## config.mk

```make
export PLATFORM = sky130hd
export DESIGN_NAME = i2cmb_wb_regs
export DESIGN_NICKNAME = d
export VERILOG_FILES = /design/src/rtl/i2cmb_pkg.sv /design/src/rtl/i2cmb_wb_regs_ack.sv /design/src/rtl/i2cmb_wb_regs.sv
export SDC_FILE = /design/constraint.sdc
export NUM_CORES = 1
export LEC_CHECK = 0
export ABC_AREA = 1
export BUFFER_PORTS_ARGS = -buffer_cell sky130_fd_sc_hd__buf_2
export CAP_MARGIN = 20
export CORE_AREA = 2 2 81 63
export DETAILED_ROUTE_END_ITERATION = 6
export DIE_AREA = 0 0 83 65
export GPL_TIMING_DRIVEN = 0
export MAX_ROUTING_LAYER = met4
export SYNTH_ARGS = -nofsm -noshare
export SYNTH_HDL_FRONTEND = slang
export SYNTH_SLANG_ARGS = --single-unit
export TNS_END_PERCENT = 50
```

## constraint.sdc

```tcl
create_clock -name clk_i -period 2.1 [get_ports clk_i]
set_input_delay 0.21 -clock clk_i [delete_from_list [all_inputs] [get_ports clk_i]]
set_output_delay 0.21 -clock clk_i [all_outputs]
set_load 0.005 [all_outputs]
```

## src/rtl/i2cmb_pkg.sv

```systemverilog
// Shared types for the I2C multi-bus master: register map, command codes,
// completion codes and the command-issue controller states.
package i2cmb_pkg;

    typedef enum logic [1:0] {
        REG_CSR  = 2'd0,
        REG_DPR  = 2'd1,
        REG_CMDR = 2'd2,
        REG_FSMR = 2'd3
    } reg_addr_t;

    typedef enum logic [2:0] {
        CMD_WAIT     = 3'd0,
        CMD_WRITE    = 3'd1,
        CMD_READ_ACK = 3'd2,
        CMD_READ_NAK = 3'd3,
        CMD_START    = 3'd4,
        CMD_STOP     = 3'd5,
        CMD_SET_BUS  = 3'd6
    } cmd_t;

    typedef enum logic [1:0] {
        RSP_DON = 2'd0,
        RSP_NAK = 2'd1,
        RSP_AL  = 2'd2,
        RSP_ERR = 2'd3
    } rsp_t;

    typedef enum logic [1:0] {
        ST_IDLE  = 2'd0,
        ST_ISSUE = 2'd1,
        ST_WAIT  = 2'd2
    } ctrl_state_t;

    localparam logic [7:0] CMDR_RESET = 8'h80;

    // CMDR status nibble is {DON,NAK,AL,ERR}; exactly one bit set per completion.
    function automatic logic [3:0] rsp_to_status(input rsp_t rsp);
        logic [3:0] s;
        s = 4'b0000;
        case (rsp)
            RSP_DON: s = 4'b1000;
            RSP_NAK: s = 4'b0100;
            RSP_AL:  s = 4'b0010;
            RSP_ERR: s = 4'b0001;
            default: s = 4'b0000;
        endcase
        return s;
    endfunction

endpackage

```

## src/rtl/i2cmb_wb_regs_ack.sv

```systemverilog
// Wishbone slave handshake: samples cyc&stb, inserts wait states and pulses ack.
// WB_REGS_ACK_WAIT_EN adds one extra wait state before the ack.
module wb_slave_ack (
    input  logic clk_i,
    input  logic rst_i,
    input  logic cyc_i,
    input  logic stb_i,
    input  logic we_i,
    output logic ack_o,
    output logic rd_stb,
    output logic wr_stb
);

    logic req;
    logic fire;

    assign req = cyc_i & stb_i;

`ifdef WB_REGS_ACK_WAIT_EN
    logic wait_q;

    // wait_q marks the extra cycle between sampling and ack; register work fires in it.
    always_ff @(posedge clk_i or negedge rst_i) begin
        if (!rst_i) begin
            wait_q <= 1'b0;
            ack_o  <= 1'b0;
        end else begin
            wait_q <= req & ~wait_q & ~ack_o;
            ack_o  <= wait_q;
        end
    end

    assign fire = wait_q;
`else
    always_ff @(posedge clk_i or negedge rst_i) begin
        if (!rst_i) begin
            ack_o <= 1'b0;
        end else begin
            ack_o <= fire;
        end
    end

    assign fire = req & ~ack_o;
`endif

    // Strobes update registers on the same edge that raises ack_o.
    assign rd_stb = fire & ~we_i;
    assign wr_stb = fire & we_i;

endmodule

```

## src/rtl/i2cmb_wb_regs.sv

```systemverilog
// Wishbone register file (CSR/DPR/CMDR/FSMR) for the I2C multi-bus master.
// WB_REGS_ACK_WAIT_EN selects a two-cycle ack latency in wb_slave_ack.
module i2cmb_wb_regs
    import i2cmb_pkg::*;
#(
    parameter int ADDR_WIDTH = 2,
    parameter int DATA_WIDTH = 8
) (
    input  logic                  clk_i,
    input  logic                  rst_i,
    input  logic                  cyc_i,
    input  logic                  stb_i,
    input  logic                  we_i,
    input  logic [ADDR_WIDTH-1:0] adr_i,
    input  logic [DATA_WIDTH-1:0] dat_i,
    output logic [DATA_WIDTH-1:0] dat_o,
    output logic                  ack_o,
    output logic                  irq_o,
    output logic                  enable_o,
    output logic                  cmd_valid_o,
    input  logic                  cmd_ready_i,
    output logic [2:0]            cmd_o,
    output logic [7:0]            tx_data_o,
    input  logic                  done_i,
    input  logic [1:0]            rsp_i,
    input  logic [7:0]            rx_data_i,
    input  logic                  bus_busy_i,
    input  logic                  bus_cap_i,
    input  logic [7:0]            fsm_state_i
);

    logic        rd_stb;
    logic        wr_stb;
    reg_addr_t   addr;
    ctrl_state_t state_q;
    logic        csr_e_q;
    logic        csr_ie_q;
    logic [3:0]  stat_q;
    logic [2:0]  cmd_q;
    logic [7:0]  tx_q;
    logic [7:0]  rx_q;
    logic        irq_pend_q;
    logic        done_ok;
    logic [7:0]  rd_data;

    wb_slave_ack u_ack (
        .clk_i  (clk_i),
        .rst_i  (rst_i),
        .cyc_i  (cyc_i),
        .stb_i  (stb_i),
        .we_i   (we_i),
        .ack_o  (ack_o),
        .rd_stb (rd_stb),
        .wr_stb (wr_stb)
    );

    assign addr    = reg_addr_t'(adr_i);
    assign done_ok = (state_q == ST_WAIT) && done_i;

    always_comb begin
        rd_data = 8'h00;
        case (addr)
            REG_CSR:  rd_data = {csr_e_q, csr_ie_q, bus_busy_i, bus_cap_i, 4'b0000};
            REG_DPR:  rd_data = rx_q;
            REG_CMDR: rd_data = {stat_q, 1'b0, cmd_q};
            REG_FSMR: rd_data = fsm_state_i;
            default:  rd_data = 8'h00;
        endcase
    end

    // Later assignments win: completion beats a CMDR-read clear, and disabling
    // the core beats everything else that touches the controller state.
    always_ff @(posedge clk_i or negedge rst_i) begin
        if (!rst_i) begin
            state_q    <= ST_IDLE;
            csr_e_q    <= 1'b0;
            csr_ie_q   <= 1'b0;
            stat_q     <= CMDR_RESET[7:4];
            cmd_q      <= CMDR_RESET[2:0];
            tx_q       <= 8'h00;
            rx_q       <= 8'h00;
            irq_pend_q <= 1'b0;
        end else begin
            if (state_q == ST_ISSUE && cmd_ready_i) begin
                state_q <= ST_WAIT;
            end
            if (rd_stb && addr == REG_CMDR) begin
                irq_pend_q <= 1'b0;
            end
            if (done_ok) begin
                state_q    <= ST_IDLE;
                stat_q     <= rsp_to_status(rsp_t'(rsp_i));
                rx_q       <= rx_data_i;
                irq_pend_q <= 1'b1;
            end
            if (wr_stb) begin
                case (addr)
                    REG_CSR: begin
                        csr_e_q  <= dat_i[7];
                        csr_ie_q <= dat_i[6];
                        if (csr_e_q && !dat_i[7]) begin
                            state_q    <= ST_IDLE;
                            irq_pend_q <= 1'b0;
                        end
                    end
                    REG_DPR: tx_q <= dat_i[7:0];
                    REG_CMDR: begin
                        if (csr_e_q && state_q == ST_IDLE) begin
                            cmd_q   <= dat_i[2:0];
                            stat_q  <= 4'b0000;
                            state_q <= ST_ISSUE;
                        end
                    end
                    default: ;
                endcase
            end
        end
    end

    always_ff @(posedge clk_i or negedge rst_i) begin
        if (!rst_i) begin
            dat_o <= '0;
            irq_o <= 1'b0;
        end else begin
            if (rd_stb) begin
                dat_o <= rd_data;
            end
            irq_o <= csr_ie_q & irq_pend_q;
        end
    end

    assign enable_o    = csr_e_q;
    assign cmd_valid_o = (state_q == ST_ISSUE);
    assign cmd_o       = cmd_q;
    assign tx_data_o   = tx_q;

endmodule
```

* After elaboration in Yosys (flattened, before gate mapping) *
Index checks and enable logic that the tools add are counted.

storage, ports and cells
  flip-flop bits (word level) = 38
  input port bits = 37
  output and inout bits = 23
  word-level logic and storage cells = 55

operators by class
  eq/ne operators = 8
  multiplexer cells = 17
  bitwise operators = 7
  reductions and logical operators = 12

operators with widths
  cell                                                  count
  one-hot mux 8 bit (4 select lines)                    1
  2-to-1 mux 4 bit                                      4
  one-hot mux 4 bit (4 select lines)                    1
  equality test 2 bit (second input constant)           5
  2-to-1 mux 2 bit                                      5
  equality test 2 x 1 -> 1 bit (second input constant)  3
  zero test 2 bit                                       3
  AND 1 bit                                             5
  logical AND 1 bit                                     5
  2-to-1 mux 1 bit                                      5
  one-hot mux 2 bit (2 select lines)                    1
  AND reduction 2 bit                                   2
  AND reduction 3 bit                                   1
  NOT 1 bit                                             2
  zero test 1 bit                                       1

* Logic depth before layout (Yosys ltp) *
Gate-level depths: netlist of the first run.

  depth after elaboration = 9
  mapped depth = 7
  mapped depth without buffers = 7

* Modules after synthesis *
From an unflattened synthesis of the first run, not the netlist that was laid out.

unflattened totals
  cells, all modules = 231
  area, all modules = 1878.1 sq um

by module, submodules not included
  module         times used  cells an instance  area an instance (sq um)  sequential area each (sq um)
  i2cmb_wb_regs  1           224                1824.2                    927.1
  wb_slave_ack   1           7                  53.8                      25.0

* Least setup slack after synthesis of the first run *
Ideal clock, no wire load.

  kind = reg2reg
  from = register u_ack.ack_o
  to = register tx_q[1] (netlist: tx_data_o[1])
  setup time = 117 ps
  data arrival time = 1028 ps
  required time = 1983 ps
  path slack = 954 ps
  cell stages (with the launch flop) = 8
  buffers on the path = 1
  period minus slack after synthesis = 1146 ps
  cell sequence = dfrtp_1 -> inv_1 -> nand3_1 -> nor2_4 -> nand2_4 -> buf_6 -> nand2_2 -> o21ai_2

on the way
  word-level cells in the longest chain between the ends = 4

ends and longest elaborated chain
  what                                  line                     RTL
  start: declaration                    i2cmb_wb_regs_ack.sv:9   output logic ack_o,
  start signal: assignment              i2cmb_wb_regs_ack.sv:39  ack_o <= fire;
  NOT 1 bit                             i2cmb_wb_regs_ack.sv:43  assign fire = req & ~ack_o;
  AND 1 bit                             i2cmb_wb_regs_ack.sv:43
  AND 1 bit                             i2cmb_wb_regs_ack.sv:48  assign wr_stb = fire & we_i;
  AND reduction 2 bit (no source line)  n/a
  end signal: assignment                i2cmb_wb_regs.sv:106     REG_DPR: tx_q <= dat_i[7:0];
  end: declaration                      i2cmb_wb_regs.sv:40      logic [7:0] tx_q;

No other way between the ends.
A chain may end at the register's enable or synchronous reset.

* Final worst setup path of the first run *
  from = register u_ack.ack_o
  to = register tx_q[2] (netlist: tx_data_o[2])

Same word-level chain as after synthesis.

==> results of run 1 <==
==> layout make-up <==
class / instances / share of cell area
Tap cell: 60 / 0.0331
Clock buffer: 6 / 0.0364
Multi-Input combinational cell: 159 / 0.320
Sequential cell: 38 / 0.420
Buffer: 3 / 0.00937
Inverter: 23 / 0.0380
Clock inverter: 1 / 0.0132
Timing Repair Buffer: 59 / 0.130
==> state kept, by name, summed over array words and instances, names as in the netlist <==
register and cells:
state_q 2, dat_o 8, irq_pend_q 1, stat_q 4, irq_o 1, csr_ie_q 1, enable_o 1, tx_data_o 8
rx_q 8, cmd_o 3, u_ack.ack_o 1
==> power breakdown <==
part / switching, W / internal (W) / leakage (nW) / total [W]
clock network: 0.000251 / 0.000380 / 0.0573 / 0.000631
logic: 0.000304 / 0.000240 / 0.774 / 0.000544
registers: 0.000133 / 0.000968 / 0.478 / 0.00110
total: 0.000688 / 0.00159 / 1.31 / 0.00228
==> routing by layer <==
metal,part of all wire,global-route usage
met3,0.053,0.0433
met1,0.50,0.222
met4,0.018,0.0676
met2,0.43,0.238
met5,0,-
==> path summary, 6_finish.rpt <==
path | start | to | slack, ns | depth (start not counted)
min in group clk_i | rx_data_i[3] | rx_q[3]$_DFFE_PN0N_ | 0.10 | 3
setup / recovery | u_ack.ack_o$_DFF_PN0_ | tx_data_o[2]$_DFFE_PN0P_ | 0.85 | 7
max in group asynchronous | rst_i | rx_q[0]$_DFFE_PN0N_ | 1.57 | 1
hold reg to reg | csr_ie_q$_DFFE_PN0P_ | irq_o$_DFF_PN0_ | 0.47 | 2
hold / removal | rst_i | tx_data_o[2]$_DFFE_PN0P_ | 0.01 | 1
setup reg to reg | u_ack.ack_o$_DFF_PN0_ | tx_data_o[2]$_DFFE_PN0P_ | 0.85 | 7
==> logic make-up (layout without fill, tap and decap cells) <==
family	after synthesis	count (layout)	share of synthesized area
and+or+nand+nor	135	135	0.331
DFF	38	38	0.533
buffers and inverters	26	92	0.0602
AOI/OAI and AO/OA	24	24	0.0756
==> worst max-delay path, cell delays in order, from the launching register on <==
cell     delay, ns
dfrtp_1       0.42
inv_1         0.06
nand3_1       0.11
nor2_4        0.21
nand2_4       0.08
buf_6         0.15
nand2_2       0.06
o21ai_2       0.05
==> synth_stat cells <==
master and instances:
nand2_1 97, dfrtp_1 37, inv_1 17, nand3_1 14, nor2_1 14, o21ai_0 13, inv_2 6, nor2_4 4
o21ai_1 4, o21ai_2 4, a21oi_1 3, nand2_2 3, buf_2 2, buf_6 1, dfstp_2 1, nand2_4 1
nand3_2 1, nor2_8 1
==> stage by stage <==
step	hold slack (ns)	power (W)	std cells
3_5_place_dp	0.364	0.00167	342
2_1_floorplan	-0.0856	0.00142	223
4_1_cts	0.0433	0.00231	349
5_1_grt	0.0873	0.00245	349
3_3_place_gp	0.375	0.00165	342
6_report	0.0131	0.00228	349
==> placed cells by master, fill, tap and decap left out, types with 4 or more instances in the layout <==
cell      Yosys  routed
nand2_1      97      97
buf_2         2      61
dfrtp_1      37      37
inv_1        17      17
nand3_1      14      14
nor2_1       14      14
o21ai_0      13      13
inv_2         6       6
clkbuf_8      0       6
nor2_4        4       4
o21ai_2       4       4
o21ai_1       4       4
==> out/qor.yml, run 1 <==
post_dp_cell_area_um2: 2160
dieArea_um2: 5400
core_um2: 4710
post_cts_resized: 0
wl_um: 4020
cap_violations: 0
cts_tree: "done"
synth_top_area_cell: "dfrtp_1"
seq_area_frac_synth: 0.533
rsz0062_at_grt: "no"
routabilityCongestion: 0.804
grt_max_degree: 39
areaGrowthSynthToFinish_pct: 27.0
multi_input_area_um2: 727
fin_util: 0.482
cts_sinks: 38
peakVddDrop_mv: 0.474
grt_use_total: 0.165
setup_viol: 0
ys_types: 18
worst_pin_slew_ns: 0.824
dp_hpwl_um: 3160
synth_area_um2: 1790
slew_headroom: 0.451
dp_slack_ns: 0.852
num_vias: 1562
cts-root-buf: "clkbuf_8"
skew_ns: 0.00589
clkTransAtPathRegs_ns: 0.07
first_iter_violations: 38
grt_first_pass_wirelength_um: 6600
crit_type: "flip-flop to flip-flop"
initial_utilization: 0.380
max_freq_mhz: 799
power.leakage_nw: 1.31
power_density_nw_per_um2: 1000
synth_nets: 260
postSynthAreaPerCell_um2: 8.01
wl_per_cell_um: 11.5
cts_buffer_depth: 2
fin_crit_sh: 0.596
fin_tns_setup_ns: 0
die_x_um: 83
dr.pass1.iters: 4
antenna_found_initial: 0
crit_required_ns: 2.28
min_period_ns: 1.25
hold_viol_final: 0
post_drt_via_cell_ratio: 4.48
clock_latency_ns: 0.29
worstPathArrival_ns: 1.43
cts_buffers: 5
slew_violations: 0
worst_slack_ns: 0.849
drive_gt1_frac: 0.311
drcViolationCount: 0
die_y_um: 65
diodes: 0
status: "complete, no violations"
grt_pass1_vias: 1404
synth_top_area_frac: 0.518
netlist_top_cells_area: "dfrtp_1 (52%), nand2_1 (20%), nand3_1 (3.9%)"
fin_nets: 326
start_kind: "flip-flop"
ys_seq_elements: 38
io_buffers: 59
fill_cells: 467
pin_count: 60
hold_buffers: 0
synth_cells: 223
rows: 22
crit_fanout: 10
post_cts_buffers: 0
gr-total-overflow: 0
seq_area_um2: 952
hold_path.class: "input pin to asynchronous set/reset pin"
finalInstanceArea_um2: 2270
yosysWarnings: 0
antenna_left: 0
htreeDepth: 2
critPathCaptureType: "flip-flop"
Power figures use the tool's default switching activity.
==> run 2, diff against run 1 <==
==> constraint.sdc (replaced) <==
create_clock -name clk_i -period 1.2 [get_ports clk_i]
set_input_delay 0.12 -clock clk_i [delete_from_list [all_inputs] [get_ports clk_i]]
set_output_delay 0.12 -clock clk_i [all_outputs]
set_load 0.005 [all_outputs]
==> out/qor.yml, run 2 (synthesis gave the netlist of run 1 again) <==
rows: 22
num_vias: 1558
final_common_cell: "nand2_1"
diodes: 0
dp_hpwl_um: 3160
crit_fanout: 8
antenna_left: 0
finalPower_w: 0.00399
wl_per_cell_um: 11.5
power.leakage_nw: 1.32
htreeDepth: 2
fin_crit_sh: 0.956
wl_um: 4020
cts_sinks: 38
cts-root-buf: "clkbuf_8"
cap_violations: 0
grt_pass1_vias: 1407
worst_pin_slew_ns: 0.839
hold_path.class: "input pin to flip-flop"
grt_first_pass_wirelength_um: 6580
dieArea_um2: 5400
crit_required_ns: 1.38
cts_tree: "done"
drcViolationCount: 0
skew_ns: 0.00515
cts_buffer_depth: 2
drive_gt1_frac: 0.321
slew_headroom: 0.441
clock_latency_ns: 0.29
setup_viol: 0
initial_utilization: 0.380
finalInstanceArea_um2: 2290
die_y_um: 65
fin_tns_setup_ns: 0
fin_util: 0.486
rsz0062_at_grt: "yes"
start_kind: "flip-flop"
core_um2: 4710
post_drt_via_cell_ratio: 4.45
power_density_nw_per_um2: 1740
routabilityCongestion: 0.804
dp_slack_ns: -0.0478
io_buffers: 59
mostFrequentLayoutCells: "nand2_1 (95), buf_2 (60), dfrtp_1 (37)"
crit_type: "flip-flop to flip-flop"
slew_violations: 0
post_dp_cell_area_um2: 2160
max_freq_mhz: 872
die_x_um: 83
fin_nets: 327
peakVddDrop_mv: 0.830
min_period_ns: 1.15
antenna_found_initial: 0
worst_slack_ns: 0.0533
dr.pass1.iters: 4
status: "complete, no violations"
cts_buffers: 5
pin_count: 60
critPathCaptureType: "flip-flop"
first_iter_violations: 43
grt_use_total: 0.165
hold_viol_final: 0
worstPathArrival_ns: 1.33
grt_max_degree: 39
gr-total-overflow: 0
clkTransAtPathRegs_ns: 0.07
areaGrowthSynthToFinish_pct: 28.1
[run 2: timing repair]
action | 4_1_cts | 5_1_grt
endpoints found under the hold margin | 37 | 0
pin swaps | 1 | 1
gates resized for setup | 1 | 4
endpoints found under the setup margin | 16 | 20
buffers inserted | 1 | 0
hold buffers | 1 | 0
[run 2: final timing paths]
check                                       from                  endpoint  slack (ns)  cells after the start
max reg2reg                u_ack.ack_o$_DFF_PN0_       stat_q[1]$_DFF_PN0_        0.05                      6
max                        u_ack.ack_o$_DFF_PN0_       stat_q[1]$_DFF_PN0_        0.05                      6
min reg2reg                 csr_ie_q$_DFFE_PN0P_           irq_o$_DFF_PN0_        0.47                      2
min                                 rx_data_i[3]       rx_q[3]$_DFFE_PN0N_        0.01                      3
max in group asynchronous                  rst_i  tx_data_o[1]$_DFFE_PN0P_        0.20                      2
min in group asynchronous                  rst_i  tx_data_o[2]$_DFFE_PN0P_        0.47                      2
[run 2: worst max-delay path: stages, from the launching register on]
cell     delay, ns
dfrtp_1       0.42
inv_1         0.08
nand3_2       0.08
nor2_4        0.15
nand2_2       0.14
inv_2         0.11
nor2_1        0.05
[run 2: final cells by class]
cell class / count / area [um2]
fillers: 467 / 2420
flip-flops and latches: 38 / 952
multi-input cells: 159 / 737
repair buffers: 61 / 313
inverters: 23 / 86.3
clock buffers: 6 / 82.6
well taps: 60 / 75.1
clock inverters: 1 / 30.0
plain buffers: 2 / 12.5
[run 2: routing by layer]
layer / global-route usage / routed length (um) / up-vias
li1: - / - / 822
met1: 0.222 / 2010 / 691
met2: 0.237 / 1720 / 37
met3: 0.0433 / 218 / 8
met4: 0.0676 / 72 / 0
met5: - / 0 / -
[run 2: power breakdown]
group	switching (W)	internal [W]	leakage (nW)
clock network	0.000438	0.000665	0.0573
logic	0.000534	0.000426	0.781
registers	0.000235	0.00169	0.478
total	0.00121	0.00278	1.32
[run 2: through the flow]
| step | std cells | hold WS [ns] |
|---|---|---|
| finish | 350 | 0.0142 |
| global route | 350 | 0.0156 |
| CTS | 350 | 0.0100 |
| detailed placement | 342 | 0.274 |
| global placement | 342 | 0.285 |
| floorplan | 223 | -0.176 |
